### src/rtl/crc32_rx_check_if.sv
// RX beat bus from the MAC framer into the FCS checker.
interface crc32_rx_check_if #(
  parameter int DATA_BYTES = 4
);
  localparam int LW = $clog2(DATA_BYTES) + 1;

  logic                    s_valid;
  logic [8*DATA_BYTES-1:0] s_data;
  logic                    s_sof;
  logic                    s_eof;
  logic [LW-1:0]           s_last_cnt;

  modport master (output s_valid, s_data, s_sof, s_eof, s_last_cnt);
  modport slave  (input  s_valid, s_data, s_sof, s_eof, s_last_cnt);
endinterface

### src/rtl/crc32_rx_check.sv
// Ethernet FCS checker, DATA_BYTES per beat, one verdict pulse per frame.
// Optional good/bad frame counters under `define CRC_STATS_EN.
module crc32_lane (
  input  logic        en,
  input  logic [7:0]  data,
  input  logic [31:0] crc_in,
  output logic [31:0] crc_out
);
  localparam logic [31:0] POLY = 32'hEDB8_8320;
  logic [31:0] c;

  always_comb begin
    c = crc_in;
    if (en) begin
      c = crc_in ^ {24'd0, data};
      for (int b = 0; b < 8; b++)
        c = c[0] ? ((c >> 1) ^ POLY) : (c >> 1);
    end
    crc_out = c;
  end
endmodule

module crc32_rx_check #(
  parameter int DATA_BYTES = 4,
  parameter int CNT_WIDTH  = 16,
  parameter int MIN_BYTES  = 4
) (
  input  logic                 clk,
  input  logic                 rst_n,
  crc32_rx_check_if.slave      s,
  output logic                 res_valid,
  output logic                 res_ok,
  output logic [CNT_WIDTH-1:0] good_cnt,
  output logic [CNT_WIDTH-1:0] bad_cnt
);
  localparam int LW = $clog2(DATA_BYTES) + 1;
  localparam int CW = $clog2(MIN_BYTES + DATA_BYTES + 1);
  localparam logic [31:0] INIT    = 32'hFFFF_FFFF;
  localparam logic [31:0] RESIDUE = 32'hDEBB_20E3;

  typedef enum logic {IDLE, IN_FRAME} state_t;
  state_t state, state_nxt;

  logic [31:0]   crc_reg;
  logic [CW-1:0] byte_cnt;

  logic                          accept;
  logic [LW-1:0]                 last_eff;
  logic [DATA_BYTES-1:0]         lane_en;
  logic [DATA_BYTES:0][31:0]     crc_chain;
  logic [31:0]                   crc_next;
  logic [CW-1:0]                 nbytes, cnt_base, cnt_sum, cnt_next;

  // sof always wins: it restarts a frame whether we were idle or mid-frame
  assign accept = s.s_valid & (s.s_sof | (state == IN_FRAME));

  always_comb begin
    last_eff = s.s_last_cnt;
    if (s.s_last_cnt == '0 || s.s_last_cnt > LW'(DATA_BYTES))
      last_eff = LW'(DATA_BYTES);
  end

  assign crc_chain[0] = s.s_sof ? INIT : crc_reg;

  genvar i;
  generate
    for (i = 0; i < DATA_BYTES; i++) begin : g_lane
      assign lane_en[i] = ~s.s_eof | (LW'(i) < last_eff);
      crc32_lane u_lane (
        .en      (lane_en[i]),
        .data    (s.s_data[8*i +: 8]),
        .crc_in  (crc_chain[i]),
        .crc_out (crc_chain[i+1])
      );
    end
  endgenerate

  assign crc_next = crc_chain[DATA_BYTES];

  // length only matters up to MIN_BYTES, so the counter saturates there
  always_comb begin
    nbytes   = s.s_eof ? CW'(last_eff) : CW'(DATA_BYTES);
    cnt_base = s.s_sof ? '0 : byte_cnt;
    cnt_sum  = cnt_base + nbytes;
    cnt_next = (cnt_sum >= CW'(MIN_BYTES)) ? CW'(MIN_BYTES) : cnt_sum;
  end

  always_ff @(posedge clk or negedge rst_n) begin
    if (!rst_n) state <= IDLE;
    else        state <= state_nxt;
  end

  always_comb begin
    state_nxt = state;
    if (accept) state_nxt = s.s_eof ? IDLE : IN_FRAME;
  end

  always_ff @(posedge clk or negedge rst_n) begin
    if (!rst_n) begin
      crc_reg   <= INIT;
      byte_cnt  <= '0;
      res_valid <= 1'b0;
      res_ok    <= 1'b0;
    end else begin
      res_valid <= accept & s.s_eof;
      if (accept) begin
        if (s.s_eof) begin
          res_ok   <= (crc_next == RESIDUE) && (cnt_next >= CW'(MIN_BYTES));
          crc_reg  <= INIT;
          byte_cnt <= '0;
        end else begin
          crc_reg  <= crc_next;
          byte_cnt <= cnt_next;
        end
      end
    end
  end

`ifdef CRC_STATS_EN
  always_ff @(posedge clk or negedge rst_n) begin
    if (!rst_n) begin
      good_cnt <= '0;
      bad_cnt  <= '0;
    end else if (res_valid) begin
      if (res_ok  && good_cnt != '1) good_cnt <= good_cnt + 1'b1;
      if (!res_ok && bad_cnt  != '1) bad_cnt  <= bad_cnt + 1'b1;
    end
  end
`else
  assign good_cnt = '0;
  assign bad_cnt  = '0;
`endif
endmodule

### src/flat_wrapper.sv
// flat-port wrapper written by rule: the top's interface ports become plain ports
module crc32_rx_check_flat 
#(
  parameter int DATA_BYTES = 4,
  parameter int CNT_WIDTH  = 16,
  parameter int MIN_BYTES  = 4
)
  (clk, rst_n, res_valid, res_ok, good_cnt, bad_cnt, s_s_valid, s_s_data, s_s_sof, s_s_eof, s_s_last_cnt);
  crc32_rx_check_if #(.DATA_BYTES(DATA_BYTES)) s_i ();
  input  logic clk;
  input  logic rst_n;
  output logic res_valid;
  output logic res_ok;
  output logic [CNT_WIDTH-1:0] good_cnt;
  output logic [CNT_WIDTH-1:0] bad_cnt;
  input wire logic [$bits(s_i.s_valid)-1:0] s_s_valid;
  input wire logic [$bits(s_i.s_data)-1:0] s_s_data;
  input wire logic [$bits(s_i.s_sof)-1:0] s_s_sof;
  input wire logic [$bits(s_i.s_eof)-1:0] s_s_eof;
  input wire logic [$bits(s_i.s_last_cnt)-1:0] s_s_last_cnt;
  assign s_i.s_valid = s_s_valid;
  assign s_i.s_data = s_s_data;
  assign s_i.s_sof = s_s_sof;
  assign s_i.s_eof = s_s_eof;
  assign s_i.s_last_cnt = s_s_last_cnt;
  crc32_rx_check #(.DATA_BYTES(DATA_BYTES), .CNT_WIDTH(CNT_WIDTH), .MIN_BYTES(MIN_BYTES)) u_core (.clk(clk), .rst_n(rst_n), .s(s_i), .res_valid(res_valid), .res_ok(res_ok), .good_cnt(good_cnt), .bad_cnt(bad_cnt));
endmodule
### config.mk
export PLATFORM = sky130hd
export DESIGN_NAME = crc32_rx_check_flat
export DESIGN_NICKNAME = d
export VERILOG_FILES = /design/src/rtl/crc32_rx_check_if.sv /design/src/rtl/crc32_rx_check.sv /design/src/flat_wrapper.sv
export SDC_FILE = /design/constraint.sdc
export NUM_CORES = 1
export LEC_CHECK = 0
export CAP_MARGIN = 15
export CORE_ASPECT_RATIO = 1.75
export CORE_UTILIZATION = 35
export DETAILED_ROUTE_END_ITERATION = 6
export GPL_TIMING_DRIVEN = 0
export PLACE_DENSITY = 0.62
export SLEW_MARGIN = 20
export SYNTH_ARGS = -nofsm -noshare
export SYNTH_HDL_FRONTEND = slang
export SYNTH_SLANG_ARGS = --single-unit
### constraint.sdc
create_clock -name clk -period 13.6 [get_ports clk]
set_clock_uncertainty 0.1 [all_clocks]
set_input_delay 2.72 -clock clk [delete_from_list [all_inputs] [get_ports clk]]
set_output_delay 2.72 -clock clk [all_outputs]
set_load 0.02 [all_outputs]
# --- Yosys cells after proc, flatten, opt, wreduce, memory -nomap -nowiden ---
# Cells that the tools add are included.
totals:
  regBits: 39
  input_bits: 40
  output_inout_bits: 34
  elab_cells: 106
classes:
  add_sub_neg: 1
  magnitude_cmp: 7
  eq_ne: 1
  mux: 44
  bitwise_logic: 44
  n_reduce_logical: 4
ops:
  columns: ["op", "n"]
  rows:
  - ["two-way mux 32 bit", 38]
  - ["inverter 13 -> 14 bit", 32]
  - ["bitwise XOR 32 x 8 -> 32 bit", 4]
  - ["equality test 32 bit, second input constant", 1]
  - ["two-way mux 4 bit", 3]
  - [">= comparator 4 x 3 -> 1 bit, second input constant", 2]
  - ["< comparator 1 x 3 -> 1 bit, first input constant", 2]
  - ["< comparator 2 x 3 -> 1 bit, first input constant", 2]
  - ["two-way mux 3 bit", 2]
  - ["bitwise OR 1 bit", 5]
  - ["adder 4 bit", 1]
  - ["> comparator 3 bit, second input constant", 1]
  - ["zero test 3 bit", 1]
  - ["AND 1 bit", 2]
  - ["AND reduction 2 bit", 1]
  - ["logical AND 1 bit", 1]
  - ["logical OR 1 bit", 1]
  - ["two-way mux 1 bit", 1]
  - ["inverter 1 bit", 1]

# --- Logic depth before layout (Yosys ltp) ---
# Gate-level depths: netlist of the first run.
depth:
  depth_word: 75
  depth_mapped: 24
  depth_no_buf: 21

# --- Cells and area by module ---
# A second synthesis of the first run with hierarchy kept.
unflattened:
  hier_cells: 708
  area_unflattened_um2: 7566.0
modules_own_cells:
  columns: ["mod", "instances", "cells_per_inst", "area_per_inst_um2", "seq_area_each_um2"]
  rows:
  - ["crc32_lane (u_core.g_lane[1].u_lane ...)", 3, 110, 1306.3, 0.0]
  - ["crc32_rx_check", 1, 271, 2302.2, 1016.0]
  - ["crc32_lane (u_core.g_lane[0].u_lane)", 1, 107, 1345.0, 0.0]

# --- Worst setup path after synthesis of the first run ---
# Ideal clock, no wire load.
synth_timing:
  path_type: "input -> register"
  start: "in s_s_last_cnt[0]"
  end: "reg u_core.res_ok"
  setup_ps: 103
  arrival_ps: 8019
  t_required_ps: 13397
  setup_slack_ps: 5377
  stages: 20
  path_buffers: 3
  cell_sequence: "or2_2 ha_1 nand2b_1 nand3_1 buf_2 clkbuf_1 buf_2 o311ai_1 nor4_1 o41ai_1 nand3_1 xor2_1 or4b_2 nand4_2 xor2_1 xnor2_1 nand4_1 nor4_2 a31oi_1 o41ai_2"
synth_between:
  elab_chain_cells: 50
  elab_cells_between_ends: 74
  classes_between: "add/sub (1); order compare (7); eq/ne (1); mux (31); bitwise (31); reduce/logical (3)"
synth_rtl:
  columns: ["element", "line_no", "rtl"]
  rows:
  - ["start, declared", "flat_wrapper.sv:20", "input wire logic [$bits(s_i.s_last_cnt)-1:0] s_s_last_cnt;"]
  - ["> comparator 3 bit or zero test 3 bit (tied branches)", "crc32_rx_check.sv:59", "if (s.s_last_cnt == '0 || s.s_last_cnt > LW'(DATA_BYTES))"]
  - ["logical OR 1 bit", "crc32_rx_check.sv:59", null]
  - ["two-way mux 3 bit (*)", "crc32_rx_check.sv:59", null]
  - ["< comparator 1 x 3 -> 1 bit", "crc32_rx_check.sv:68", "assign lane_en[i] = ~s.s_eof | (LW'(i) < last_eff);"]
  - ["bitwise OR 1 bit", "crc32_rx_check.sv:68", null]
  - ["two-way mux 32 bit", "crc32_rx_check.sv:14", "if (en) begin"]
  - ["bitwise XOR 32 x 8 -> 32 bit", "crc32_rx_check.sv:15", "c = crc_in ^ {24'd0, data};"]
  - ["inverter 13 -> 14 bit (no source line) or two-way mux 32 bit (tied branches)", null, null]
  - ["[34 not listed]", null, null]
  - ["inverter 13 -> 14 bit (no source line) or two-way mux 32 bit (tied branches)", null, null]
  - ["two-way mux 32 bit or inverter 13 -> 14 bit (tied branches)", null, null]
  - ["inverter 13 -> 14 bit (no source line) or two-way mux 32 bit (tied branches)", null, null]
  - ["two-way mux 32 bit or inverter 13 -> 14 bit (tied branches)", null, null]
  - ["two-way mux 32 bit", "crc32_rx_check.sv:17", "c = c[0] ? ((c >> 1) ^ POLY) : (c >> 1);"]
  - ["two-way mux 32 bit", "crc32_rx_check.sv:14", null]
  - ["equality test 32 bit", "crc32_rx_check.sv:108", "res_ok <= (crc_next == RESIDUE) && (cnt_next >= CW'(MIN_BYTES));"]
  - ["logical AND 1 bit (*)", "crc32_rx_check.sv:108", null]
  - ["end signal, assigned", "crc32_rx_check.sv:108", null]
  - ["end, declared", "crc32_rx_check.sv:32", "output logic res_ok,"]
# Every way passes the cells marked *; elsewhere a longest branch is shown, timed or not.
# A chain may end at the register's enable or synchronous reset.

# --- Final worst setup path of the first run ---
# Ends and elaborated chain as after synthesis.

==> impl_metrics.ini, run 1 <==
[floorplanning]
die-area_sq_mm = 0.0236
io_pins = 74
start_util_pct = 35.5
dieHeight_um = 203
rows = 73
fp.coreArea_sq_mm = 0.0227
fp.dieW_um = 117

[final_layout]
fin_nets = 1080
largest_register_ff_count = 32
regArea_sq_mm = 0.00102
fillCellCount = 2404
drive_above_1_share_pct = 15.0
multi_input_area_sq_mm = 0.00662
antenna_cells = 0
area_delta_synth_final_pct = 12.9
final_cell_area_sq_mm = 0.00908
fin_cells = 1336

[global_routing]
first_global_vias = 7256
grt_start_max_net_pins = 26
gr-total-overflow = 0
antenna_found_initial = 0
grt_pass1_wl_mm = 42.8
track_usage_pct = 24.8

[clocking]
clk_pin_slew_ps = 50
cts_htree_levels = 2
cts.sinks = 39
cts-root-buf = clkbuf_16
cts_resized = 0
clock_path_buffers = 2
clock_latency_ps = 280
cts_setup_buffers = 0
hold_buffers = 0
cts_tree = yes
cts_buffers = 5

[synthesis]
synth_area_sq_mm = 0.00805
ys_top_cells_by_count = 175 x xnor2_1, 111 x nor2_1, 64 x a21oi_1, 64 x xor2_1, 63 x nand2_1
yosysMostFrequentCell = xnor2_1
synth-seq-cells = 39
yosysTopAreaCellShare_pct = 19.0
yosysUniqueCellTypes = 99
synthCells = 961
synth-edff-count = 0
yosysTopAreaCell = xnor2_1
syn_avg_cell_area_sq_um = 8.38
seq_area_frac_synth_pct = 12.6
synthFlopType = dfstp_2
async_flop_share_pct = 100
yosys_warnings = 0
yosys-top-cells-area = xnor2_1 19%, dfstp_2 10%, xnor3_1 7.3%, xor2_1 7.0%, nor2_1 5.2%

[placement]
portBuffers = 35
place_area_sq_mm = 0.00893
place_hpwl_mm = 24.3
dp_cells = 1328
gp_congestion = 1.02

[drt]
wl_mm = 28.4
num_vias = 7244
dr.pass1.iters = 5
ant_nets = 0
drc = 0
vias_per_cell = 5.42
first_iter_violations = 511
wl_per_cell_um = 21.3

[critical_path]
arrival_ps = 9970
start_kind = primary input
crit_fanout = 10
crit_path_max_incr_delay_ps = 640
critical_path.slowest_cell = or4b_2
critPathTopFamily = simple AND/OR/NAND/NOR gates
timing.rr.start = u_core.crc_reg[2]
cp-startpoint = s_s_last_cnt[0]
worstPathRequired_ps = 13680
path_cells = clkdlybuf4s50_1, or2_2, ha_1, and2_1, buf_2, inv_1, nor3_1, clkbuf_1, nor3_1, mux2i_1, o21a_1, clkbuf_1, nor3b_1, o41ai_1, nand3_1, xor2_1, or4b_2, nand4_2, xor2_1, xnor2_1, nand2_1, o31ai_1, nand4_1, o41ai_2
worstSetupPathType = primary input to flop
cp-end-kind = flop
crit_buf_inv = 5

[sta]
final-setup-viol-count = 0
layout_min_cycle_time_ps = 9890
maxClockFrequency_ghz = 0.101
tightest_slew_ps = 1110
fin_crit_sh_pct = 72.7
slew_viol_final = 0
hold_viol_final = 0
hold-worst-slack_ps = 385
fin_tns_setup_ps = 0
relSlewSlack_pct = 25.6
rsz0062_at_grt = no

[hold_path]
hp-class = flop to flop
hold_start = u_core.byte_cnt[3]

[status]
status = finished, final reports clean

[run]
maxCapViolCount = 0
## cells by family after synthesis
kind of cell	after synthesis	synth area share, %
compound gates	197	17.3
xor+xnor	290	39.9
fa+ha+maj	5	0.871
buf+inv	100	6.75
flops	39	12.6
mux	36	4.57
other cells	1	0.0466
simple gates	293	17.9
## layout make-up
class | instances | area share [%]
plain buffers | 91 | 5.61
inverters | 9 | 0.372
flip-flops and latches | 39 | 11.2
clock buffers | 8 | 1.72
multi-input cells | 853 | 72.9
repair buffers | 36 | 4.10
well taps | 300 | 4.13
## per-layer routing
metal,global-route usage [%],share of wire [%],vias up
li1,-,-,3402
met5,0,0,-
met4,24.8,12,0
met2,44.9,51,300
met1,23.2,33,3401
met3,2.18,3.8,141
## cell usage in the layout (no fill, tap or decap), drive strengths merged, types with 7 or more instances in the layout
cell / instances
conb: 32
nor2: 113
dfstp: 32
o21ai: 38
clkdlybuf4s50: 34
a31oi: 12
xor2: 69
nand2: 64
and2: 13
nand2b: 8
or3: 11
mux2i: 33
nor3: 21
nand4: 8
o22a: 11
xnor3: 27
buf: 63
clkbuf: 38
dfrtp: 7
nor4: 7
xnor2: 189
nor2b: 8
or2: 8
nand3: 11
a21oi: 68
inv: 9
## through the flow
stage	setup WS (ps)	util, %
floorplan	5380	-
global placement	3350	39.3
detailed placement	3530	39.4
CTS	3760	40.1
global route	3300	40.1
finish	3710	40.1
## final timing paths
path,endpoint,slack (ps),cells after the start
max in group asynchronous,u_core.crc_reg[26],10620,2
min,u_core.byte_cnt[3],390,1
max,u_core.res_ok,3710,24
max reg2reg,u_core.res_ok,6760,19
min in group asynchronous,u_core.byte_cnt[0],2250,1
min reg2reg,u_core.byte_cnt[3],390,1
Power of run 1 is not shown: default switching activity piles up to over one toggle a cycle in this logic, so the estimate is an artifact.
==> run 2: changes to the inputs <==
Settings changed: PLACE_DENSITY 0.62 to 0.64.
Clock period 13.6 ns to 8.3 ns, I/O delays scaled along.
==> impl_metrics.ini, run 2 (synthesized netlist as in run 1, its figures left out) <==
[final_layout]
drive_above_1_share_pct = 17.3
final_cell_mix = 169 x xnor2_1, 110 x nor2_1, 63 x nand2_1, 63 x a21oi_1, 62 x xor2_1
layout_commonest_cell = xnor2_1
regArea_sq_mm = 0.00102
antenna_cells = 0
multi_input_area_sq_mm = 0.00677
area_delta_synth_final_pct = 15.0
fillCellCount = 2346
largest_register_ff_count = 32
fin_nets = 1084

[critical_path]
cp-end-kind = flop
critPathTopFamily = simple AND/OR/NAND/NOR gates
arrival_ps = 8180
critical_path.slowest_cell = or4b_2
start_kind = primary input
crit_buf_inv = 4
worstPathRequired_ps = 8370
crit_fanout = 10
path_cells = clkdlybuf4s50_1, or2_2, ha_1, nand2b_1, nand3_1, buf_2, clkbuf_2, buf_2, o211ai_1, o311ai_4, nor3b_1, o41ai_1, nand3_2, xor2_2, or4b_2, nand4_2, xor2_2, xnor2_1, nand2_1, o31ai_1, nand4_1, o41ai_2
worstSetupPathType = primary input to flop
crit_path_max_incr_delay_ps = 640

[drt]
dr.pass1.iters = 5
drc = 0
wl_mm = 28.6
first_iter_violations = 364
wl_per_cell_um = 21.3
num_vias = 7252
ant_nets = 0
vias_per_cell = 5.41

[clocking]
clk_pin_slew_ps = 60
clock_latency_ps = 270
cts-root-buf = clkbuf_16
clock_path_buffers = 2
cts_tree = yes
hold_buffers = 0
cts_buffers = 5
cts_htree_levels = 2
cts.sinks = 39

[sta]
hold-worst-slack_ps = 383
final-setup-viol-count = 0
rsz0062_at_grt = no
maxClockFrequency_ghz = 0.123
hold_viol_final = 0
fin_crit_sh_pct = 97.8
relSlewSlack_pct = 35.9
tightest_slew_ps = 959
slew_viol_final = 0
layout_min_cycle_time_ps = 8120

[placement]
portBuffers = 35
place_hpwl_mm = 24.2
gp_congestion = 1.07

[global_routing]
gr-total-overflow = 0
antenna_found_initial = 0
track_usage_pct = 24.7
grt_start_max_net_pins = 21
grt_pass1_wl_mm = 42.5
first_global_vias = 7141

[floorplanning]
dieHeight_um = 203
rows = 73
fp.dieW_um = 117
fp.coreArea_sq_mm = 0.0227
die-area_sq_mm = 0.0236
io_pins = 74
start_util_pct = 35.5

[hold_path]
hp-class = flop to flop

[status]
status = finished, final reports clean

[run]
maxCapViolCount = 0
[run 2: per-layer routing]
layer	wire (um)	global-route usage, %	up-vias
met5	0	0	-
li1	-	-	3433
met2	15100	46.2	306
met3	1110	2.42	122
met1	9230	22.6	3391
met4	3110	22.2	0
[run 2: what timing repair did]
| action | 4_1_cts | 5_1_grt |
|---|---|---|
| setup buffers | 3 | 2 |
| resized for setup | 12 | 15 |
| endpoints found under the hold margin | 0 | 0 |
| pin swaps | 1 | 1 |
| endpoints found under the setup margin | 2 | 1 |
[run 2: path summary, 6_finish.rpt]
path	depth (start not counted)	start	slack, ps	end
min	2	u_core.byte_cnt[1]	380	u_core.byte_cnt[1]
max reg2reg	18	u_core.crc_reg[0]	1890	u_core.res_ok
max in group asynchronous	2	rst_n	6320	u_core.crc_reg[9]
min reg2reg	2	u_core.byte_cnt[1]	380	u_core.byte_cnt[1]
min in group asynchronous	1	rst_n	1240	u_core.res_ok
max	22	s_s_last_cnt[0]	180	u_core.res_ok
[run 2: layout make-up]
type / instances / share of cell area, %
plain buffers: 90 / 5.50
clock buffers: 5 / 1.35
clock inverters: 3 / 0.162
inverters: 9 / 0.365
multi-input cells: 853 / 73.2
flip-flops and latches: 39 / 11.0
well taps: 300 / 4.05
repair buffers: 41 / 4.43
[run 2: metrics by stage]
stage               cells  worst slack, ps  cell area (sq um)  setup TNS (ps)  utilization [%]
floorplan             992             1140               8170               0                -
global placement     1327             -776               8890           -1060             39.3
detailed placement   1328             -712               8930           -1060             39.4
CTS                  1339             5.28               9160               0             40.4
global route         1340             2.98               9260               0             40.9
finish               1340              183               9260               0             40.9
[run 2: tightest hold or removal path, stage by stage (launching register included)]
cell     delay (ps)
dfrtp_1         340
nand2_1          50
o31ai_1          50
Power of run 2 is left out for the same reason.
==> run 3: changes to the inputs <==
Settings changed: CORE_UTILIZATION 35 to 40, PLACE_DENSITY 0.64 to 0.7.
==> impl_metrics.ini, run 3 (synthesized netlist as in run 1, its figures left out) <==
[clocking]
cts_buffers = 5
clk_pin_slew_ps = 60
cts.sinks = 39
cts_tree = yes
clock_latency_ps = 280
cts_htree_levels = 2
hold_buffers = 0
clock_path_buffers = 2
cts-root-buf = clkbuf_16

[hold_path]
hp-class = flop to flop

[final_layout]
layout_commonest_cell = xnor2_1
final_util_pct = 46.7
largest_register_ff_count = 32
fin_nets = 1087
fin_cells = 1288
antenna_cells = 0
area_delta_synth_final_pct = 14.4
final_cell_mix = 169 x xnor2_1, 110 x nor2_1, 64 x a21oi_1
drive_above_1_share_pct = 17.1

[critical_path]
start_kind = primary input
worstSetupPathType = primary input to flop
crit_fanout = 10
cp-end-kind = flop
worstPathRequired_ps = 8370
arrival_ps = 8150

[run]
maxCapViolCount = 0

[floorplanning]
start_util_pct = 40.8
fp.dieW_um = 109
io_pins = 74
dieHeight_um = 190
fp.coreArea_sq_mm = 0.0197
die-area_sq_mm = 0.0207
rows = 68

[placement]
dp_cells = 1273
gp_congestion = 1.01
portBuffers = 35
place_hpwl_mm = 23.7

[drt]
num_vias = 7257
ant_nets = 0
dr.pass1.iters = 5
vias_per_cell = 5.63
wl_per_cell_um = 22.0
drc = 0
wl_mm = 28.3
first_iter_violations = 399

[global_routing]
antenna_found_initial = 0
grt_start_max_net_pins = 30
gr-total-overflow = 0
first_global_vias = 7038
grt_pass1_wl_mm = 41.8
track_usage_pct = 27.7

[sta]
layout_min_cycle_time_ps = 8080
hold_viol_final = 0
relSlewSlack_pct = 34.5
tightest_slew_ps = 980
slew_viol_final = 0
rsz0062_at_grt = no
fin_crit_sh_pct = 97.3
final-setup-viol-count = 0
fin_tns_setup_ps = 0
maxClockFrequency_ghz = 0.124

[status]
status = finished, final reports clean
[run 3: changes by cell type in the layout (fill, tap and decap cells not counted), sizes merged]
cell,delta
buf,+3
clkbuf,+2
clkinv,-2
[run 3: worst paths after layout]
kind | start | end | slack (ps) | cells after the start
setup / recovery | s_s_last_cnt[0] | u_core.res_ok | 220 | 22
hold reg to reg | u_core.byte_cnt[1] | u_core.byte_cnt[1] | 380 | 2
hold / removal | u_core.byte_cnt[1] | u_core.byte_cnt[1] | 380 | 2
max in group asynchronous | rst_n | u_core.crc_reg[1] | 6430 | 2
min in group asynchronous | rst_n | u_core.state | 1150 | 1
setup reg to reg | u_core.crc_reg[5] | u_core.res_ok | 1920 | 19
[run 3: metal layers]
| layer | vias to the layer above | wire, um | global-route usage, % |
|---|---|---|---|
| met3 | 131 | 1120 | 2.12 |
| met5 | - | 0 | 0 |
| li1 | 3424 | - | - |
| met1 | 3400 | 9670 | 28.2 |
| met2 | 302 | 14500 | 49.9 |
| met4 | 0 | 3010 | 23.4 |
[run 3: through the flow]
stage          setup slack (ps)  hold WS (ps)  instance area, sq um
2_1_floorplan              1140           342                  8170
3_3_place_gp               -755           370                  8820
3_5_place_dp               -554           371                  8850
4_1_cts                    19.2           384                  9070
5_1_grt                    2.69           420                  9210
6_report                    224           381                  9210
[run 3: timing repair]
action / in CTS / in global routing
setup buffers: 4 / 3
pin swaps: 1 / 2
gates resized for setup: 9 / 17
endpoints found under the setup margin: 1 / 2
[run 3: area by class of cell]
type	count	area, sq um
clock buffers	7	133
fillers	1981	10500
clock inverters	1	5.00
plain buffers	91	512
flip-flops and latches	39	1020
well taps	245	307
inverters	9	33.8
multi-input cells	853	6790
repair buffers	43	418
[run 3: worst max-delay path, stage by stage]
cell             delay [ps]
clkdlybuf4s50_1         450
or2_2                   310
ha_1                    310
nand2b_1                220
nand3_1                 190
buf_2                   250
buf_2                   290
o21ai_0                 110
a21oi_1                 510
xnor3_1                 380
xor2_1                  200
a21oi_4                 380
xnor3_2                 520
xnor2_1                 300
xnor2_1                  90
o21ai_0                 570
xor2_1                  220
xnor2_1                 150
xor2_1                  310
a32o_1                  210
nand4_1                 130
o41ai_2                 370
Power of run 3 is left out for the same reason.
==> RTL change, RTL diff (flow settings as in run 2) <==
`DATA_BYTES` is set to 4 in 3 places; all go to 8.
--- a/src/rtl/crc32_rx_check_if.sv
+++ b/src/rtl/crc32_rx_check_if.sv
@@ -2,3 +2,3 @@
 interface crc32_rx_check_if #(
-  parameter int DATA_BYTES = 4
+  parameter int DATA_BYTES = 8
 );
--- a/src/rtl/crc32_rx_check.sv
+++ b/src/rtl/crc32_rx_check.sv
@@ -23,3 +23,3 @@
 module crc32_rx_check #(
-  parameter int DATA_BYTES = 4,
+  parameter int DATA_BYTES = 8,
   parameter int CNT_WIDTH  = 16,
--- a/src/flat_wrapper.sv
+++ b/src/flat_wrapper.sv
@@ -3,3 +3,3 @@
 #(
-  parameter int DATA_BYTES = 4,
+  parameter int DATA_BYTES = 8,
   parameter int CNT_WIDTH  = 16,
Interface: changed (resized s_s_data and s_s_last_cnt); port bits go from 74 to 107. No check against the original RTL was run, so the function may have changed too.
==> RTL change against run 2 <==
Routed wire length up 110%; non-clock buffer count up 328; highest routed layer unchanged; count of clock-buffer cells in the layout rose by 3; first-iteration DRC count increased by 140%; register-to-register slack lost 3.2 ns; critical endpoint unchanged; worst setup slack got worse by 2.3 ns; global-route usage grew 2.8 points; largest cell class unchanged; synthesized area rose by 79%; via count up 99%; sequential cell count unchanged; the run now ends with negative setup slack left; design area increased by 130%.
Power is left out: the tool's default activity adds up to more than one toggle a clock period on the data nets, which glitch-free logic cannot reach.
==> RTL change: results (changes against run 2) <==
The post-CTS setup buffer count is 191 (+188). Tracing the worst setup path back leads to its startpoint at s_s_sof. The final reports fail on negative setup slack. Ranked by instance count, the synthesized netlist is headed by xnor2_1 (294), nor2_1 (184), xor2_1 (111), nand2_1 (107), a21oi_1 (98). The post-synthesis mux area share came to 5.979% (+1.4 points). The met1 global-route usage is 26.18% (+3.5 points). The capture endpoint of the worst hold path is u_core.crc_reg[27]. The run finished, with violations left. The maximum number of pins on one net before global-route repair came to 36 (+71%).

The met1 wire length came out at 19,360 um (+110%). The sum of met2 wire segment lengths after detailed routing is 31,310 um (+110%). The proportion of layout cells with a drive suffix above 1 was 39.78% (+22 points). The wire length on met3 is 2291 um (+110%).

The global routing usage on met2 came out at 51.40% (+5.2 points). The post-synthesis share of cell area spent on full adders, half adders and majority gates came out at 0.3986% (-0.47 points). The startpoint of the most critical register-to-register path is u_core.crc_reg[1]. The slowest library cell on the worst path is mux2i_2. By area the synthesized netlist is led by xnor2_1 (18%), xnor3_1 (13%), xor2_1 (6.7%). The post-synthesis share of cell area spent on xor and xnor gates came to 47.57% (+7.7 points). The length in cells of the worst reg-to-reg path came out at 36 (+18).

The routed length per placed instance is 23.11 um (+8.4%). The detailed-placement wirelength estimate is 45,310 um (+87%). The total via count in the routed design came out at 14.41k (+99%).

The proportion of synthesized chip area in sequential cells is 7.036% (-5.6 points). The global-route wire length before repair came out at 86,860 um (+100%). The least setup slack across all paths after layout is -2.132 ns (-2.314 ns). The register-to-register setup slack came out at -1.26 ns (-3.15 ns). The starting DRC count in detailed routing came out at 886 (+140%). The met3 track demand over resource in global routing was 1.874% (-0.54 points). The final RePlAce weighted congestion is 0.9688 (-9.1%). The number of gates resized after CTS is 344 (+332). The post-layout net count is 2,117 (+95%).

The post-route worst hold slack is 0.3727 ns (-0.01054 ns). The total track usage is 27.46% (+2.8 points). The count of final setup violators came out at 33 (+33). The data arrival time of the worst path is 10.53 ns (+2.35 ns).

The count of input and output buffers came out at 63 (+80%). The slew of the pin with the lowest slew margin is 0.8701 ns (-0.08943 ns).
RTL change: metrics by stage:
step                      std cells  setup slack (ns)  TNS [ns]  area, um2
after global placement         2312            -4.409   -114.49      16520
after detailed placement       2314            -4.459   -116.40      16550
after floorplan                1699            -1.716    -30.33      15200
after CTS                      2512            -1.860    -38.85      19990
after global routing           2591            -2.330    -55.34      21280
final                          2591            -2.132    -48.52      21280
RTL change: logic make-up after synthesis:
family	count (synthesis)
xor gates and xnor gates	555
and+or+nand+nor	533
AOI/OAI and AO/OA	322
buffers and inverters	135
muxes	79
DFF	39
adders and majority gates	4
other	1
RTL change: layout make-up:
cell class | instances | area share (%)
multi-input cells | 1526 | 72.72
well taps | 550 | 3.233
clock buffers | 8 | 0.7348
repair buffers | 336 | 14.48
plain buffers | 123 | 3.892
inverters | 9 | 0.1587
flip-flops and latches | 39 | 4.773
RTL change: critical path, delay by kind of cell:
kind	cells	cell delay [ns]
compound gates	9	1.54
xor+xnor	14	3.69
buf+inv	10	1.33
mux	1	0.54
simple gates	6	1.73
